[config.mk]
export PLATFORM = sky130hd
export DESIGN_NAME = inst_fetch
export DESIGN_NICKNAME = d
export VERILOG_FILES = /design/src/rtl/cpu_defs.sv /design/src/rtl/inst_fetch_pc_gen.sv /design/src/rtl/inst_fetch.sv
export SDC_FILE = /design/constraint.sdc
export NUM_CORES = 1
export LEC_CHECK = 0
export CORE_MARGIN = 2
export CORE_UTILIZATION = 41
export DETAILED_ROUTE_END_ITERATION = 6
export GPL_ROUTABILITY_DRIVEN = 1
export PLACE_DENSITY = 0.77
export SYNTH_ARGS = -nofsm -noshare
export SYNTH_HDL_FRONTEND = slang
export SYNTH_HIERARCHICAL = 1
export SYNTH_SLANG_ARGS = --single-unit
[constraint.sdc]
create_clock -name clk -period 2.1 [get_ports clk]
set_clock_uncertainty 0.05 [all_clocks]
set_input_delay 0.63 -clock clk [delete_from_list [all_inputs] [get_ports clk]]
set_output_delay 0.63 -clock clk [all_outputs]
set_load 0.02 [all_outputs]
[src/rtl/cpu_defs.sv]
// Shared CPU front-end types: MMU request/response, redirect requests and the IF->ID record.
package cpu_defs;

    localparam logic [31:0] RESET_VEC_DEFAULT = 32'hbfc0_0000;
    localparam int unsigned N_ISSUE_MAX       = 32'd1;

    typedef logic [31:0] virt_t;
    typedef logic [31:0] phys_t;

    typedef struct packed {
        logic  valid;
        virt_t except_vec;
    } except_req_t;

    typedef struct packed {
        logic  valid;
        virt_t target;
    } branch_req_t;

    typedef struct packed {
        phys_t paddr;
        logic  illegal;
        logic  miss;
    } mmu_resp_t;

    typedef struct packed {
        virt_t vaddr;
        phys_t paddr;
        logic  illegal;
        logic  miss;
    } mmu_iaddr_resp_t;

    typedef struct packed {
        logic                                   valid;
        mmu_iaddr_resp_t [N_ISSUE_MAX-1:0]      mmu_iaddr_resp;
        logic                                   iaddr_ex;
    } pipe_if_t;

    typedef enum logic [2:0] {
        S_REQ     = 3'd0,
        S_WAIT    = 3'd1,
        S_HOLD    = 3'd2,
        S_DISCARD = 3'd3,
        S_EXWAIT  = 3'd4
    } fetch_state_t;

endpackage

[src/rtl/inst_fetch_pc_gen.sv]
// PC register with exception / delayed-branch / sequential next-PC selection.
module pc_gen
    import cpu_defs::*;
#(
    parameter virt_t RESET_VEC = RESET_VEC_DEFAULT
) (
    input  logic        clk,
    input  logic        rst,
    input  except_req_t except_req,
    input  branch_req_t branch_req,
    input  logic        advance,
    output virt_t       pc
);

    virt_t pc_r;
    virt_t target_r;
    logic  pending_r;

    // Next-PC: exception first, then branch redirect on the delay-slot fetch, else pc+4.
    always_ff @(posedge clk) begin
        if (!rst) begin
            pc_r      <= RESET_VEC;
            target_r  <= 32'h0000_0000;
            pending_r <= 1'b0;
        end else if (except_req.valid) begin
            pc_r      <= except_req.except_vec;
            pending_r <= 1'b0;
        end else if (advance) begin
            // A branch arriving with the delay-slot acceptance redirects immediately.
            if (branch_req.valid) begin
                pc_r <= branch_req.target;
            end else if (pending_r) begin
                pc_r <= target_r;
            end else begin
                pc_r <= pc_r + 32'd4;
            end
            pending_r <= 1'b0;
        end else if (branch_req.valid) begin
            pending_r <= 1'b1;
            target_r  <= branch_req.target;
        end else begin
            pending_r <= pending_r;
        end
    end

    assign pc = pc_r;

endmodule

[src/rtl/inst_fetch.sv]
// IF stage: one outstanding instruction-bus read, delayed branches, exception flush.
// Optional INST_FETCH_ADDR_CHECK_EN: misaligned / MMU-faulting PCs become faulting fetches.
module inst_fetch
    import cpu_defs::*;
#(
    parameter virt_t RESET_VEC = RESET_VEC_DEFAULT,
    parameter int    N_ISSUE   = 1
) (
    input  logic        clk,
    input  logic        rst,
    input  logic        ready_i,
    input  except_req_t except_req,
    input  branch_req_t branch_req,
    output virt_t       mmu_vaddr,
    input  mmu_resp_t   mmu_resp,
    output logic        ibus_read,
    output logic [31:0] ibus_addr,
    input  logic        ibus_addr_ok,
    input  logic        ibus_valid,
    output pipe_if_t    pipe_if
);

    generate
        if (N_ISSUE != 1) begin : g_bad_issue
            $error("inst_fetch: only N_ISSUE == 1 is supported");
        end
    endgenerate

    fetch_state_t    state_r;
    pipe_if_t        pipe_if_r;
    virt_t           pc_s;
    logic            addr_fault_s;
    logic            accept_s;
    logic            advance_s;
    mmu_iaddr_resp_t fetch_resp_s;

`ifdef INST_FETCH_ADDR_CHECK_EN
    assign addr_fault_s = (pc_s[1:0] != 2'b00) || mmu_resp.illegal || mmu_resp.miss;
`else
    assign addr_fault_s = 1'b0;
`endif

    assign mmu_vaddr = pc_s;
    assign ibus_addr = mmu_resp.paddr;
    assign ibus_read = rst && (state_r == S_REQ) && !addr_fault_s;
    assign accept_s  = ibus_read && ibus_addr_ok;
    assign advance_s = (state_r == S_REQ) && (accept_s || addr_fault_s);

    assign fetch_resp_s.vaddr   = pc_s;
    assign fetch_resp_s.paddr   = mmu_resp.paddr;
    assign fetch_resp_s.illegal = mmu_resp.illegal;
    assign fetch_resp_s.miss    = mmu_resp.miss;

    pc_gen #(
        .RESET_VEC (RESET_VEC)
    ) u_pc_gen (
        .clk        (clk),
        .rst        (rst),
        .except_req (except_req),
        .branch_req (branch_req),
        .advance    (advance_s),
        .pc         (pc_s)
    );

    // Fetch FSM and the registered record handed to ID.
    always_ff @(posedge clk) begin
        if (!rst) begin
            state_r   <= S_REQ;
            pipe_if_r <= '0;
        end else if (except_req.valid) begin
            pipe_if_r <= '0;
            // A read still in flight must have its data swallowed before refetching.
            case (state_r)
                S_REQ:     state_r <= accept_s   ? S_DISCARD : S_REQ;
                S_WAIT:    state_r <= ibus_valid ? S_REQ     : S_DISCARD;
                S_DISCARD: state_r <= ibus_valid ? S_REQ     : S_DISCARD;
                default:   state_r <= S_REQ;
            endcase
        end else begin
            case (state_r)
                S_REQ: begin
                    if (addr_fault_s) begin
                        pipe_if_r.valid             <= 1'b1;
                        pipe_if_r.mmu_iaddr_resp[0] <= fetch_resp_s;
                        pipe_if_r.iaddr_ex          <= 1'b1;
                        state_r                     <= S_EXWAIT;
                    end else if (accept_s) begin
                        pipe_if_r.valid             <= 1'b1;
                        pipe_if_r.mmu_iaddr_resp[0] <= fetch_resp_s;
                        pipe_if_r.iaddr_ex          <= 1'b0;
                        state_r                     <= S_WAIT;
                    end else begin
                        state_r <= S_REQ;
                    end
                end
                S_WAIT: begin
                    if (ibus_valid && ready_i) begin
                        pipe_if_r.valid <= 1'b0;
                        state_r         <= S_REQ;
                    end else if (ibus_valid) begin
                        state_r <= S_HOLD;
                    end else begin
                        state_r <= S_WAIT;
                    end
                end
                S_HOLD, S_EXWAIT: begin
                    if (ready_i) begin
                        pipe_if_r.valid <= 1'b0;
                        state_r         <= S_REQ;
                    end else begin
                        state_r <= state_r;
                    end
                end
                S_DISCARD: begin
                    state_r <= ibus_valid ? S_REQ : S_DISCARD;
                end
                default: begin
                    state_r <= S_REQ;
                end
            endcase
        end
    end

    assign pipe_if = pipe_if_r;

endmodule

==> out/results.txt <==
Placed Instances -> 1,356
PortBufs -> 236
Synth Register Bits -> 134
Initial Util -> 0.4189
Pre-antenna DRT Iters -> 7
Failing checks -> negative setup slack
Cell count after synthesis -> 889
Least-Margin Pin Slew -> 691.6 ps
IO Pins -> 238
Hold slack -> 400.5 ps
Number of max-cap violations -> 0
Avg Cell Area, Syn -> 7.458 um2
Peak supply drop -> 0.5391 mV
Gp weighted congestion -> 0.9326
Yosys warning total -> 6
Global-route wire length before repair -> 35.55 mm
Final setup viols -> 2
Area of the die -> 17,200 um2
Final hold violation count -> 0
GRT Resource Usage Total -> 0.2551
Final core utilization -> 0.6538
ANT nets after route -> 0
Most used DFF post-synth -> dfxtp_1
Cell with the most instances after synthesis -> nand2_1
Reg clk slew, reported paths -> 60 ps
Via-per-instance ratio -> 5.350
Leak pwr -> 3.980 nW
Final global-route overflow total -> 0
Drt drc -> 0
Fin cells -> 1,389
Ys async rst share -> 0
Pwr Total -> 7.391 mW
Hold wc startpoint -> u_pc_gen/target_r[6]$_SDFFE_PN0P_
Sequential area share after synthesis -> 0.4046
Overall routed net length -> 22.87 mm
Post-Place Setup Slack -> -461.9 ps
CTS tree -> built
Origin of the worst setup path -> ibus_addr_ok
Syn Std Cell Area -> 6630 um2
Initial DRC Count -> 633
Number of synthesized flops with an enable pin -> 0
Post-synth top cells -> nand2_1 (245), a21oi_1 (136), dfxtp_1 (134)
Die X -> 131.2 um
# diodes -> 0
Multi-input gate area in the final layout -> 3462 um2
Vias in the first global route -> 6,892
Routed len/inst -> 16.46 um
# rows -> 46
Critical Path End Type -> register
Area grow syn2layout -> 56.09%
Post-detail-place hpwl -> 16.56 mm
Fin. max-slew vios -> 0
Critical Path RT -> 2330 ps
Reg2reg start -> u_pc_gen/pc[7]$_SDFFE_PN0P_
TritonCTS Buffers -> 17
PD cells -> 714.2 nW/um2
Filler Cell Count -> 1,390
Worst-Skew Late Latency -> 420 ps
Final min period -> 2108 ps
Largest net degree at the start of global routing -> 69
Critical Path Fanout Max -> 17
Worst slew margin -> 0.5389
CTS Root Buffer Type -> clkbuf_16
Die height -> 131.2 um
CTS max path bufs -> 2
Min-delay worst type -> register to register
Setup slack after layout -> -8.221 ps
Reg area -> 2735 um2
Via count -> 7,431
Layout Nets -> 1,270
Netlist cell types -> 64
Ranking of synthesized cells by area -> dfxtp_1 (40%), nand2_1 (14%), a21oi_1 (10%)
CTS sink count -> 134
Core Area -> 15,830 um2
CP Launch Type -> input pin
# hold bufs at CTS -> 0
Layout cells sized above 1 -> 0.1901
Critical path type -> input pin to register
Status -> finished with violations
FMAX -> 474.3 MHz
Post-synth top area share -> 0.4046
Initial antenna violation count -> 0
Dominant cell type by area after synthesis -> dfxtp_1
H-tree Lvls -> 4
RSZ-0062 raised after global routing -> yes
Syn nets -> 999
Period utilization -> 1.004
Data arrival, critical path -> 2340 ps
where the power goes:
part / switching, mW / internal, mW
sequential: 0.0776 / 2.65
clock: 1.15 / 2.11
combinational: 0.753 / 0.651
flip-flops by register name, summed over array words and instances, names as in the netlist:
register            cells
u_pc_gen/pending_r      1
u_pc_gen/pc            32
pipe_if                67
u_pc_gen/target_r      32
state_r                 2
area by class of cell:
cell class	count	share of cell area
Multi-Input combinational cell	646	0.3345
Timing Repair Buffer	348	0.3070
Sequential cell	134	0.2643
Clock buffer	22	0.04993
Tap cell	216	0.02612
Clock inverter	10	0.01318
Inverter	13	0.004957
placed cells by master (no fill, tap or decap), drive strengths merged, types with 5 or more instances in the layout:
cell / synthesis / routed
nand2: 245 / 245
clkdlybuf4s50: 0 / 168
a21oi: 136 / 136
dfxtp: 134 / 134
buf: 50 / 114
nor2: 43 / 43
clkbuf: 46 / 39
dlygate4sd2: 0 / 30
o21ai: 29 / 29
inv: 13 / 15
nand3: 14 / 14
nand4: 13 / 13
clkdlybuf4s15: 0 / 13
nand2b: 11 / 11
a22oi: 10 / 10
nor4: 9 / 9
a31oi: 8 / 8
mux2i: 7 / 7
o211ai: 7 / 7
o22ai: 6 / 6
xnor2: 6 / 6
nor3: 6 / 6
dlymetal6s2s: 0 / 5
and3: 5 / 5
and4: 5 / 5
o41ai: 5 / 5
ha: 5 / 5
or4: 5 / 5
metrics by stage:
stage	area, um2	setup TNS, ps
2_1_floorplan	6710	-63.99
3_5_place_dp	9701	-47810
5_1_grt	10350	-68.72
3_3_place_gp	9701	-44750
4_1_cts	10360	0
6_report	10350	-11.45
final timing paths:
kind,endpoint,slack (ps),depth (start not counted)
setup / recovery,u_pc_gen/pc[31]$_SDFFE_PN1P_,-8,7
hold / removal,u_pc_gen/target_r[6]$_SDFFE_PN0P_,400,2
hold reg to reg,u_pc_gen/target_r[6]$_SDFFE_PN0P_,400,2
setup reg to reg,u_pc_gen/pc[29]$_SDFFE_PN1P_,0,5
per-layer routing:
metal	global-route usage	routed length [um]	share of wire
met1	0.3230	9844	0.43
met2	0.4269	10720	0.47
met3	0.04900	1683	0.074
met4	0.1045	615	0.027
met5	0	0	0
critical path, stage by stage:
cell and delay, ps:
clkdlybuf4s50_1 500, nand3_2 130, inv_4 120, buf_4 230, a211oi_1 120, a2111oi_2 440, o31ai_2 160
repair_timing:
action	CTS	global route
gates cloned	1	0
setup endpoints to repair	78	45
endpoints found under the hold margin	0	0
setup buffers	0	0
pin swaps	1	4
resized for setup	119	38
logic make-up (layout without fill, tap and decap cells):
group / count (synthesis) / in the layout / synth area share
and+or+nand+nor: 379 / 379 / 0.2555
AOI/OAI and AO/OA: 241 / 241 / 0.2149
DFF: 134 / 134 / 0.4046
buffers and inverters: 109 / 393 / 0.08605
xor gates and xnor gates: 10 / 10 / 0.01321
muxes: 10 / 10 / 0.01566
adders and majority gates: 5 / 5 / 0.009436
other: 1 / 1 / 0.0005656
No activity file was read; power rests on OpenSTA's default activity.
